==> config.mk <==
export PLATFORM = sky130hd
export DESIGN_NAME = cp0_write_sequencer
export DESIGN_NICKNAME = d
export VERILOG_FILES = /design/src/rtl/cp0_write_sequencer_pkg.sv /design/src/rtl/cp0_wb_write_buffer.sv /design/src/rtl/cp0_write_sequencer.sv
export SDC_FILE = /design/constraint.sdc
export NUM_CORES = 1
export LEC_CHECK = 0
export ABC_AREA = 0
export CAP_MARGIN = 20
export CORE_UTILIZATION = 30
export CTS_CLUSTER_SIZE = 40
export DETAILED_ROUTE_END_ITERATION = 10
export GPL_ROUTABILITY_DRIVEN = 0
export PLACE_DENSITY = 0.72
export SLEW_MARGIN = 20
export SYNTH_ARGS = -nofsm -noshare
export SYNTH_HDL_FRONTEND = slang
export SYNTH_SLANG_ARGS = --single-unit
==> constraint.sdc <==
create_clock -name clk -period 2.8 [get_ports clk]
set_clock_uncertainty 0.1 [all_clocks]
set_input_delay 0.42 -clock clk [delete_from_list [all_inputs] [get_ports clk]]
set_output_delay 0.42 -clock clk [all_outputs]
set_load 0.01 [all_outputs]
==> src/rtl/cp0_write_sequencer_pkg.sv <==
// Shared definitions for the CP0 write sequencer: register numbers,
// exception codes, Status/Cause bit positions and the sequencer state encoding.
package cp0_write_sequencer_pkg;

  localparam int CP0_ADDR_BUS = 8;

  // CP0 register numbers; the port address is {regnum, 3'b000}
  localparam logic [4:0] CP0_REG_BADVADDR = 5'd8;
  localparam logic [4:0] CP0_REG_COMPARE  = 5'd11;
  localparam logic [4:0] CP0_REG_STATUS   = 5'd12;
  localparam logic [4:0] CP0_REG_CAUSE    = 5'd13;
  localparam logic [4:0] CP0_REG_EPC      = 5'd14;

  localparam logic [4:0] EXC_ADEL = 5'd4;
  localparam logic [4:0] EXC_ADES = 5'd5;

  localparam int STATUS_EXL_BIT = 1;
  localparam int CAUSE_BD_BIT   = 31;

  localparam logic [31:0] STATUS_EXL_MASK = 32'h0000_0002;

  typedef enum logic [2:0] {
    IDLE     = 3'd0,
    W_EPC    = 3'd1,
    W_CAUSE  = 3'd2,
    W_STATUS = 3'd3,
    W_BADV   = 3'd4,
    W_ERET   = 3'd5
  } seq_state_t;

  function automatic logic [CP0_ADDR_BUS-1:0] cp0_addr(input logic [4:0] regnum);
    return {regnum, 3'b000};
  endfunction

  function automatic logic is_addr_exc(input logic [4:0] code);
    return (code == EXC_ADEL) || (code == EXC_ADES);
  endfunction

endpackage

==> src/rtl/cp0_wb_write_buffer.sv <==
// One-entry holding register for MTC0 writes that cannot use the CP0 port
// right away. A push while full overwrites, so the latest write wins.
// A push in the same cycle as a pop refills the entry.
module cp0_wb_write_buffer
  import cp0_write_sequencer_pkg::*;
(
  input  logic                    clk,
  input  logic                    rst_n,
  input  logic                    push,
  input  logic [CP0_ADDR_BUS-1:0] push_addr,
  input  logic [31:0]             push_data,
  input  logic                    pop,
  output logic                    buf_valid,
  output logic [CP0_ADDR_BUS-1:0] buf_addr,
  output logic [31:0]             buf_data
);

  // Hold the most recent deferred write until the sequencer drains it
  always_ff @(posedge clk or negedge rst_n) begin
    if (!rst_n) begin
      buf_valid <= 1'b0;
      buf_addr  <= '0;
      buf_data  <= '0;
    end else if (push) begin
      buf_valid <= 1'b1;
      buf_addr  <= push_addr;
      buf_data  <= push_data;
    end else if (pop) begin
      buf_valid <= 1'b0;
    end
  end

endmodule

==> src/rtl/cp0_write_sequencer.sv <==
// CP0 single-write-port sequencer: serialises exception/ERET commits and
// arbitrates them against MTC0 writes from WB.
// Optional feature macro: CP0_BADVADDR_EN (adds the BadVAddr write step for
// address-error exceptions).
//
// state    | meaning
// ---------+-----------------------------------------------------------
// IDLE     | port carries buffered or pass-through WB write
// W_EPC    | write EPC (skipped when Status.EXL already set)
// W_CAUSE  | write Cause with BD flag and ExcCode merged in
// W_STATUS | write Status with EXL set; redirect unless BadVAddr follows
// W_BADV   | write BadVAddr and redirect (CP0_BADVADDR_EN only)
// W_ERET   | write Status with EXL cleared and redirect to EPC
module cp0_write_sequencer
  import cp0_write_sequencer_pkg::*;
#(
  parameter logic [31:0] EXC_VECTOR = 32'hBFC0_0380
) (
  input  logic                    clk,
  input  logic                    rst_n,
  input  logic                    wb_cp0_write_en,
  input  logic [CP0_ADDR_BUS-1:0] wb_cp0_write_addr,
  input  logic [31:0]             wb_cp0_write_data,
  input  logic                    exc_req,
  input  logic [4:0]              exc_code,
  input  logic [31:0]             exc_pc,
  input  logic                    exc_in_delay_slot,
  input  logic [31:0]             exc_badvaddr,
  input  logic                    eret_req,
  input  logic [31:0]             status_i,
  input  logic [31:0]             cause_i,
  input  logic [31:0]             epc_i,
  output logic                    cp0_write_en,
  output logic [CP0_ADDR_BUS-1:0] cp0_write_addr,
  output logic [31:0]             cp0_write_data,
  output logic                    busy_o,
  output logic                    redirect_o,
  output logic [31:0]             redirect_pc_o
);

  seq_state_t state_q, state_d;

  logic [4:0]  code_q;
  logic [31:0] pc_q;
  logic        bd_q;

  logic                    idle;
  logic                    take_exc;
  logic                    buf_push;
  logic                    buf_pop;
  logic                    buf_valid;
  logic [CP0_ADDR_BUS-1:0] buf_addr;
  logic [31:0]             buf_data;

  assign idle     = (state_q == IDLE);
  assign take_exc = idle & exc_req;
  assign busy_o   = ~idle;

  // In IDLE the buffer owns the port, so a simultaneous WB write must wait
  assign buf_push = wb_cp0_write_en & (~idle | buf_valid);
  assign buf_pop  = idle & buf_valid;

  cp0_wb_write_buffer u_wb_buf (
    .clk       (clk),
    .rst_n     (rst_n),
    .push      (buf_push),
    .push_addr (wb_cp0_write_addr),
    .push_data (wb_cp0_write_data),
    .pop       (buf_pop),
    .buf_valid (buf_valid),
    .buf_addr  (buf_addr),
    .buf_data  (buf_data)
  );

  // Capture exception context when the sequence starts
  always_ff @(posedge clk or negedge rst_n) begin
    if (!rst_n) begin
      code_q <= '0;
      pc_q   <= '0;
      bd_q   <= 1'b0;
    end else if (take_exc) begin
      code_q <= exc_code;
      pc_q   <= exc_pc;
      bd_q   <= exc_in_delay_slot;
    end
  end

`ifdef CP0_BADVADDR_EN
  logic [31:0] badv_q;

  // Capture the faulting address alongside the rest of the context
  always_ff @(posedge clk or negedge rst_n) begin
    if (!rst_n) begin
      badv_q <= '0;
    end else if (take_exc) begin
      badv_q <= exc_badvaddr;
    end
  end
`else
  logic unused_badvaddr;
  assign unused_badvaddr = ^exc_badvaddr;
`endif

  // State register
  always_ff @(posedge clk or negedge rst_n) begin
    if (!rst_n) begin
      state_q <= IDLE;
    end else begin
      state_q <= state_d;
    end
  end

  // Next state and write-port / redirect decode
  always_comb begin
    state_d        = state_q;
    cp0_write_en   = 1'b0;
    cp0_write_addr = '0;
    cp0_write_data = '0;
    redirect_o     = 1'b0;
    redirect_pc_o  = '0;
    case (state_q)
      IDLE: begin
        if (buf_valid) begin
          cp0_write_en   = 1'b1;
          cp0_write_addr = buf_addr;
          cp0_write_data = buf_data;
        end else if (wb_cp0_write_en) begin
          cp0_write_en   = 1'b1;
          cp0_write_addr = wb_cp0_write_addr;
          cp0_write_data = wb_cp0_write_data;
        end
        if (exc_req) begin
          state_d = W_EPC;
        end else if (eret_req) begin
          state_d = W_ERET;
        end
      end
      W_EPC: begin
        // A nested exception under EXL must not clobber the original EPC
        cp0_write_en   = ~status_i[STATUS_EXL_BIT];
        cp0_write_addr = cp0_addr(CP0_REG_EPC);
        cp0_write_data = bd_q ? (pc_q - 32'd4) : pc_q;
        state_d        = W_CAUSE;
      end
      W_CAUSE: begin
        cp0_write_en                 = 1'b1;
        cp0_write_addr               = cp0_addr(CP0_REG_CAUSE);
        cp0_write_data               = cause_i;
        cp0_write_data[CAUSE_BD_BIT] = bd_q;
        cp0_write_data[6:2]          = code_q;
        state_d                      = W_STATUS;
      end
      W_STATUS: begin
        cp0_write_en   = 1'b1;
        cp0_write_addr = cp0_addr(CP0_REG_STATUS);
        cp0_write_data = status_i | STATUS_EXL_MASK;
`ifdef CP0_BADVADDR_EN
        if (is_addr_exc(code_q)) begin
          state_d = W_BADV;
        end else begin
          state_d       = IDLE;
          redirect_o    = 1'b1;
          redirect_pc_o = EXC_VECTOR;
        end
`else
        state_d       = IDLE;
        redirect_o    = 1'b1;
        redirect_pc_o = EXC_VECTOR;
`endif
      end
`ifdef CP0_BADVADDR_EN
      W_BADV: begin
        cp0_write_en   = 1'b1;
        cp0_write_addr = cp0_addr(CP0_REG_BADVADDR);
        cp0_write_data = badv_q;
        state_d        = IDLE;
        redirect_o     = 1'b1;
        redirect_pc_o  = EXC_VECTOR;
      end
`endif
      W_ERET: begin
        cp0_write_en   = 1'b1;
        cp0_write_addr = cp0_addr(CP0_REG_STATUS);
        cp0_write_data = status_i & ~STATUS_EXL_MASK;
        state_d        = IDLE;
        redirect_o     = 1'b1;
        redirect_pc_o  = epc_i;
      end
      default: begin
        state_d = IDLE;
      end
    endcase
  end

endmodule

-- Word level (Yosys, flattened, before mapping)
Index checks and enable logic that the tools add are counted.
- add/subtract/negate cells: 1
- eq/ne operators: 5
- muxes and demuxes: 17
- bitwise gates (word level): 6
- reduce and logical (&&, ||, !) cells: 4
- operator list (kind ; number):
    $pmux 32 s5 ; 1
    $mux 32 ; 3
    $pmux 32 s2 ; 1
    $pmux 8 s4 ; 1
    $sub 32x3->32 const B ; 1
    $mux 8 ; 2
    $pmux 3 s3 ; 1
    $eq 3x2->1 const B ; 2
    $mux 3 ; 2
    $mux 1 ; 5
    $and 1x1->1 ; 3
    $eq 3x1->1 const B ; 1
    $eq 3x3->1 const B ; 1
    $logic_not 3->1 ; 1
    $ne 3x3->1 const B ; 1
    $pmux 1 s3 ; 1
    $reduce_or 3->1 ; 1
    $not 1->1 ; 2
    $reduce_bool 2->1 ; 1
    $reduce_or 2->1 ; 1
    $or 1x1->1 ; 1
- bits in registers: 82
- bits of input ports: 211

-- Logic depth before layout (Yosys ltp)
- word-level depth: 5
- depth in mapped cells: 8
- gate-level depth less buffers: 6

-- Hierarchy
A second synthesis with hierarchy kept.
- cells, all modules: 517
- area total of the unflattened synthesis: 5427.7 µm²
- modules (own cells, without submodules) (module ; times used ; cells each ; area each (µm²) ; sequential area each (µm²)):
    cp0_write_sequencer ; 1 ; 429 ; 3702.3 ; 1026.0
    cp0_wb_write_buffer ; 1 ; 88 ; 1725.4 ; 1026.0

-- Least setup slack after synthesis
No wires, ideal clock.
- path kind: register -> output
- start: register pc_q[13]
- end: output port cp0_write_data[29]
- arrival: 2.132 ns
- required time: 2.280 ns
- slack: 0.148 ns
- stages on the path, launching flop included: 6
- path buffers: 1
- path through: dfrtp_1 or4_1 buf_2 or3_4 or3_1 o311ai_1
- word-level cells in the longest chain between the ends: 3
- RTL lines (item ; line ; source):
    start: declaration ; cp0_write_sequencer.sv:44 ; logic [31:0] pc_q;
    start signal: assignment ; cp0_write_sequencer.sv:83 ; pc_q <= exc_pc;
    $sub 32x3->32 ; cp0_write_sequencer.sv:142 ; cp0_write_data = bd_q ? (pc_q - 32'd4) : pc_q;
    $mux 32 ; cp0_write_sequencer.sv:142 ;
    $pmux 32 s5 ; cp0_write_sequencer.sv:121 ; case (state_q)
    end: declaration ; cp0_write_sequencer.sv:35 ; output logic [31:0] cp0_write_data,
Every way passes these cells.

-- Final worst setup path
Ends and elaborated chain as after synthesis.

==> metrics.md <==
| Metric | Value |
|---|---|
| Status | `finished, violations left` |
| Failing checks | `negative setup slack` |
| # diodes | `0` |
| RSZ-0062 raised after global routing | `true` |
| Die W | `134.2 um` |
| Sink Count | `82` |
| DRT antenna net count | `0` |
| Final nets | `1092` |
| Final Util | `57.10%` |
| CTS Buffer Depth | `2` |
| Via-per-instance ratio | `5.283` |
| Fin. Hold Viols | `0` |
| R2R cell count | `5` |
| CTS tree | `yes` |
| R2r setup slk | `0.69 ns` |
| Dpl ws | `-0.4010 ns` |
| DRT iter0 DRCs | `363` |
| Relative slew slack | `64.84%` |
| WP data required | `2.28 ns` |
| Placed Cells | `1054` |
| Wire per inst | `19.17 um` |
| Post-synth EDFFs | `0` |
| H-tree level count | `3` |
| Gr ovfl total | `0` |
| Launch point of the critical path | `pc_q[13]$_DFFE_PN0P_` |
| YS warnings | `0` |
| Period minus WS final | `2.994 ns` |
| Vias | `5838` |
| VDD IR-drop max | `416.7 uV` |
| Vias in the first global route | `5757` |
| Synthesized area | `5246 um^2` |
| Max Slew Vio Count | `0` |
| Io pins | `286` |
| DP HPWL | `15480 um` |
| Fill cells | `1449` |
| Row cnt | `47` |
| Initial antenna violation count | `0` |
| CP endpoint | `cp0_write_data[29]` |
| Top FF cell, synth | `dfrtp_1` |
| DRT Wirelength | `21190 um` |
| Drt drc | `0` |
| Worst slew pin tran | `0.5264 ns` |
| Cell variety after synth | `53` |
| Core area | `16820 um^2` |
| CTS buffer count | `9` |
| Final Power | `9.590 mW` |
| Non-Filler Instances | `1105` |
| Gate count after technology mapping | `536` |
| First-pass GRT wire length | `31650 um` |
| Startpoint Class | `register` |
| CTS Root Cell | `clkbuf_16` |
| Critical path class | `reg -> out` |
| Power per cell area | `998.5 nW/um^2` |
| Max_cap viols | `0` |
| Setup-failing EPs final | `14` |
| DIE AREA | `18020 um^2` |
| Worst-Skew Late Latency | `0.34 ns` |
| Area growth from synthesis to layout | `83.07%` |
| Worst-path clk slew | `0.06 ns` |
| Ys async rst share | `100.0%` |
| Share of cells above drive strength 1 | `36.27%` |
| Synth Area per Inst | `9.788 um^2` |
| Part of the Yosys area used for sequential elements | `39.11%` |
| Critical Path AT | `2.47 ns` |
| Die Height | `134.2 um` |
| Period utilisation layout | `106.9%` |
| Leak | `4.033 nW` |
| RR Startpoint | `state_q[1]$_DFFE_PN0P_` |
| Total iterations of the first detailed-routing run | `5` |
| Global Route Usage Sum | `22.95%` |
| Syn Nets | `748` |
| Hold Crit Class | `reg -> reg` |
| Max Clk Rate | `0.3340 GHz` |
| Initial Utilization | `31.19%` |
| Final WS setup | `-0.1938 ns` |
| Crit. End Element | `output pin` |
| R2R Path End | `u_wb_buf.buf_data[8]$_DFFE_PN0P_` |
| Largest net degree at the start of global routing | `52` |
| Yosys reg bits | `82` |
| Number of port buffers | `247` |
| CP Max Fanout | `6` |
-- metal layers --
metal,part of all wire (%),track usage (%)
met4,2.1,8.302
met3,7.5,4.195
met5,0,0
met2,49,37.82
met1,42,29.95
-- cells in the mapped netlist, types with 2 or more instances --
master / n / share of area [%]
nand3b_1: 17 / 2.4
a21oi_1: 17 / 1.6
or3_1: 7 / 0.83
nand3_1: 17 / 1.6
o211ai_1: 12 / 1.7
o311ai_0: 11 / 1.8
inv_1: 6 / 0.43
nor3_1: 8 / 0.76
xnor2_1: 3 / 0.50
a2111oi_0: 5 / 0.83
and3b_1: 3 / 0.50
nor2_1: 22 / 1.6
nor3_2: 2 / 0.38
and3_1: 7 / 0.83
or4b_1: 3 / 0.57
nor4_1: 2 / 0.24
a32o_1: 4 / 0.76
a221oi_1: 13 / 2.2
o211a_1: 2 / 0.38
a222oi_1: 3 / 0.57
a21o_1: 12 / 1.7
nor3b_1: 4 / 0.57
a22oi_1: 21 / 3.0
xor2_1: 8 / 1.3
nand4_1: 9 / 1.1
buf_2: 9 / 0.86
nand4b_1: 3 / 0.50
clkbuf_1: 37 / 2.6
a221o_1: 3 / 0.57
or4_1: 7 / 1.0
dfrtp_1: 82 / 39
a211oi_1: 3 / 0.43
mux2_2: 74 / 16
or2_2: 3 / 0.36
nand2_1: 34 / 2.4
o21ai_0: 18 / 1.7
and2_1: 26 / 3.1
a22o_1: 4 / 0.67
-- cell type report --
| type | instances | area (um^2) | area share, % |
|---|---|---|---|
| clock buffer | 12 | 256.5 | 2.671 |
| sequential | 82 | 2052 | 21.37 |
| clock inverter | 4 | 50.05 | 0.5211 |
| timing repair buffer | 380 | 3540 | 36.86 |
| inverter | 6 | 22.52 | 0.2345 |
| multi-input combinational | 401 | 3408 | 35.49 |
| tap | 220 | 275.3 | 2.866 |
-- where the power goes --
group	total, mW	leakage, nW	internal [mW]	switching (mW)
sequential	1.98	0.965	1.65	0.333
clock	1.24	0.145	0.739	0.499
combinational	6.37	2.92	3.33	3.03
total	9.59	4.03	5.72	3.87
-- cell usage in the layout (no fill, tap or decap), drive strengths merged, types with 4 or more instances in the layout --
cell           synthesis  layout
a22o                   4       4
and2                  26      26
clkbuf                37      20
dfrtp                 82      82
nand3                 17      17
nor3                  10      10
or4                    7       7
a21o                  12      12
nor2                  22      22
clkdlybuf4s15          0       4
a22oi                 21      21
nor3b                  4       4
a221oi                13      13
nand4                  9       9
clkdlybuf4s50          0     205
o211ai                12      12
nand3b                17      17
mux2                  74      74
o21ai                 19      19
or3                    8       8
inv                    6       6
nand2                 34      34
buf                   10     160
a2111oi                5       5
o311ai                12      12
a21oi                 17      17
xor2                   8       8
and3                   7       7
a32o                   4       4
-- metrics by stage --
| stage | TNS [ns] | instance area [um^2] | hold slack [ns] |
|---|---|---|---|
| floorplan | 0 | 5246 | 0.02441 |
| global placement | -6.457 | 8630 | 0.2911 |
| detailed placement | -6.129 | 8630 | 0.2984 |
| CTS | -2.275 | 9275 | 0.4076 |
| global route | -2.577 | 9604 | 0.4132 |
| finish | -1.569 | 9604 | 0.4074 |
-- worst max-delay path, cell delays in order (launching register included) --
cell	delay [ns]
dfrtp_1	0.37
or4_4	0.56
or3_4	0.40
or3_4	0.40
o311ai_4	0.22
buf_2	0.18
-- flip-flops by register name, indices dropped and copies added, names as in the netlist --
name and flops:
u_wb_buf.buf_data 32, pc_q 32, u_wb_buf.buf_addr 8, state_q 3, bd_q 1, code_q 5
u_wb_buf.buf_valid 1
-- cell families after synthesis --
group / synth area share (%)
adders and majority gates: 0.4293
muxes: 15.88
AOI/OAI and AO/OA: 18.86
xor gates and xnor gates: 1.837
buffers and inverters: 4.006
DFF: 39.11
and+or+nand+nor: 19.87
-- worst min path at each step --
stage / slack, ns / startpoint / endpoint / cells after the start
floorplan: 0.02 / rst_n / bd_q$_DFFE_PN0P_ / 0
global placement: 0.29 / rst_n / u_wb_buf.buf_data[26]$_DFFE_PN0P_ / 1
detailed placement: 0.30 / rst_n / u_wb_buf.buf_data[26]$_DFFE_PN0P_ / 1
CTS: 0.41 / u_wb_buf.buf_data[19]$_DFFE_PN0P_ / u_wb_buf.buf_data[19]$_DFFE_PN0P_ / 1
global route: 0.41 / u_wb_buf.buf_data[1]$_DFFE_PN0P_ / u_wb_buf.buf_data[1]$_DFFE_PN0P_ / 1
finish: 0.41 / u_wb_buf.buf_data[6]$_DFFE_PN0P_ / u_wb_buf.buf_data[6]$_DFFE_PN0P_ / 1
-- timing repair --
action,4_1_cts,5_1_grt
gates cloned,0,3
gates resized for setup,175,92
setup endpoints to repair,41,63
buffers inserted,15,18
endpoints found under the hold margin,31,0
pin swaps,21,17
hold buffers,1,0
(Power assumes the default switching activity.)
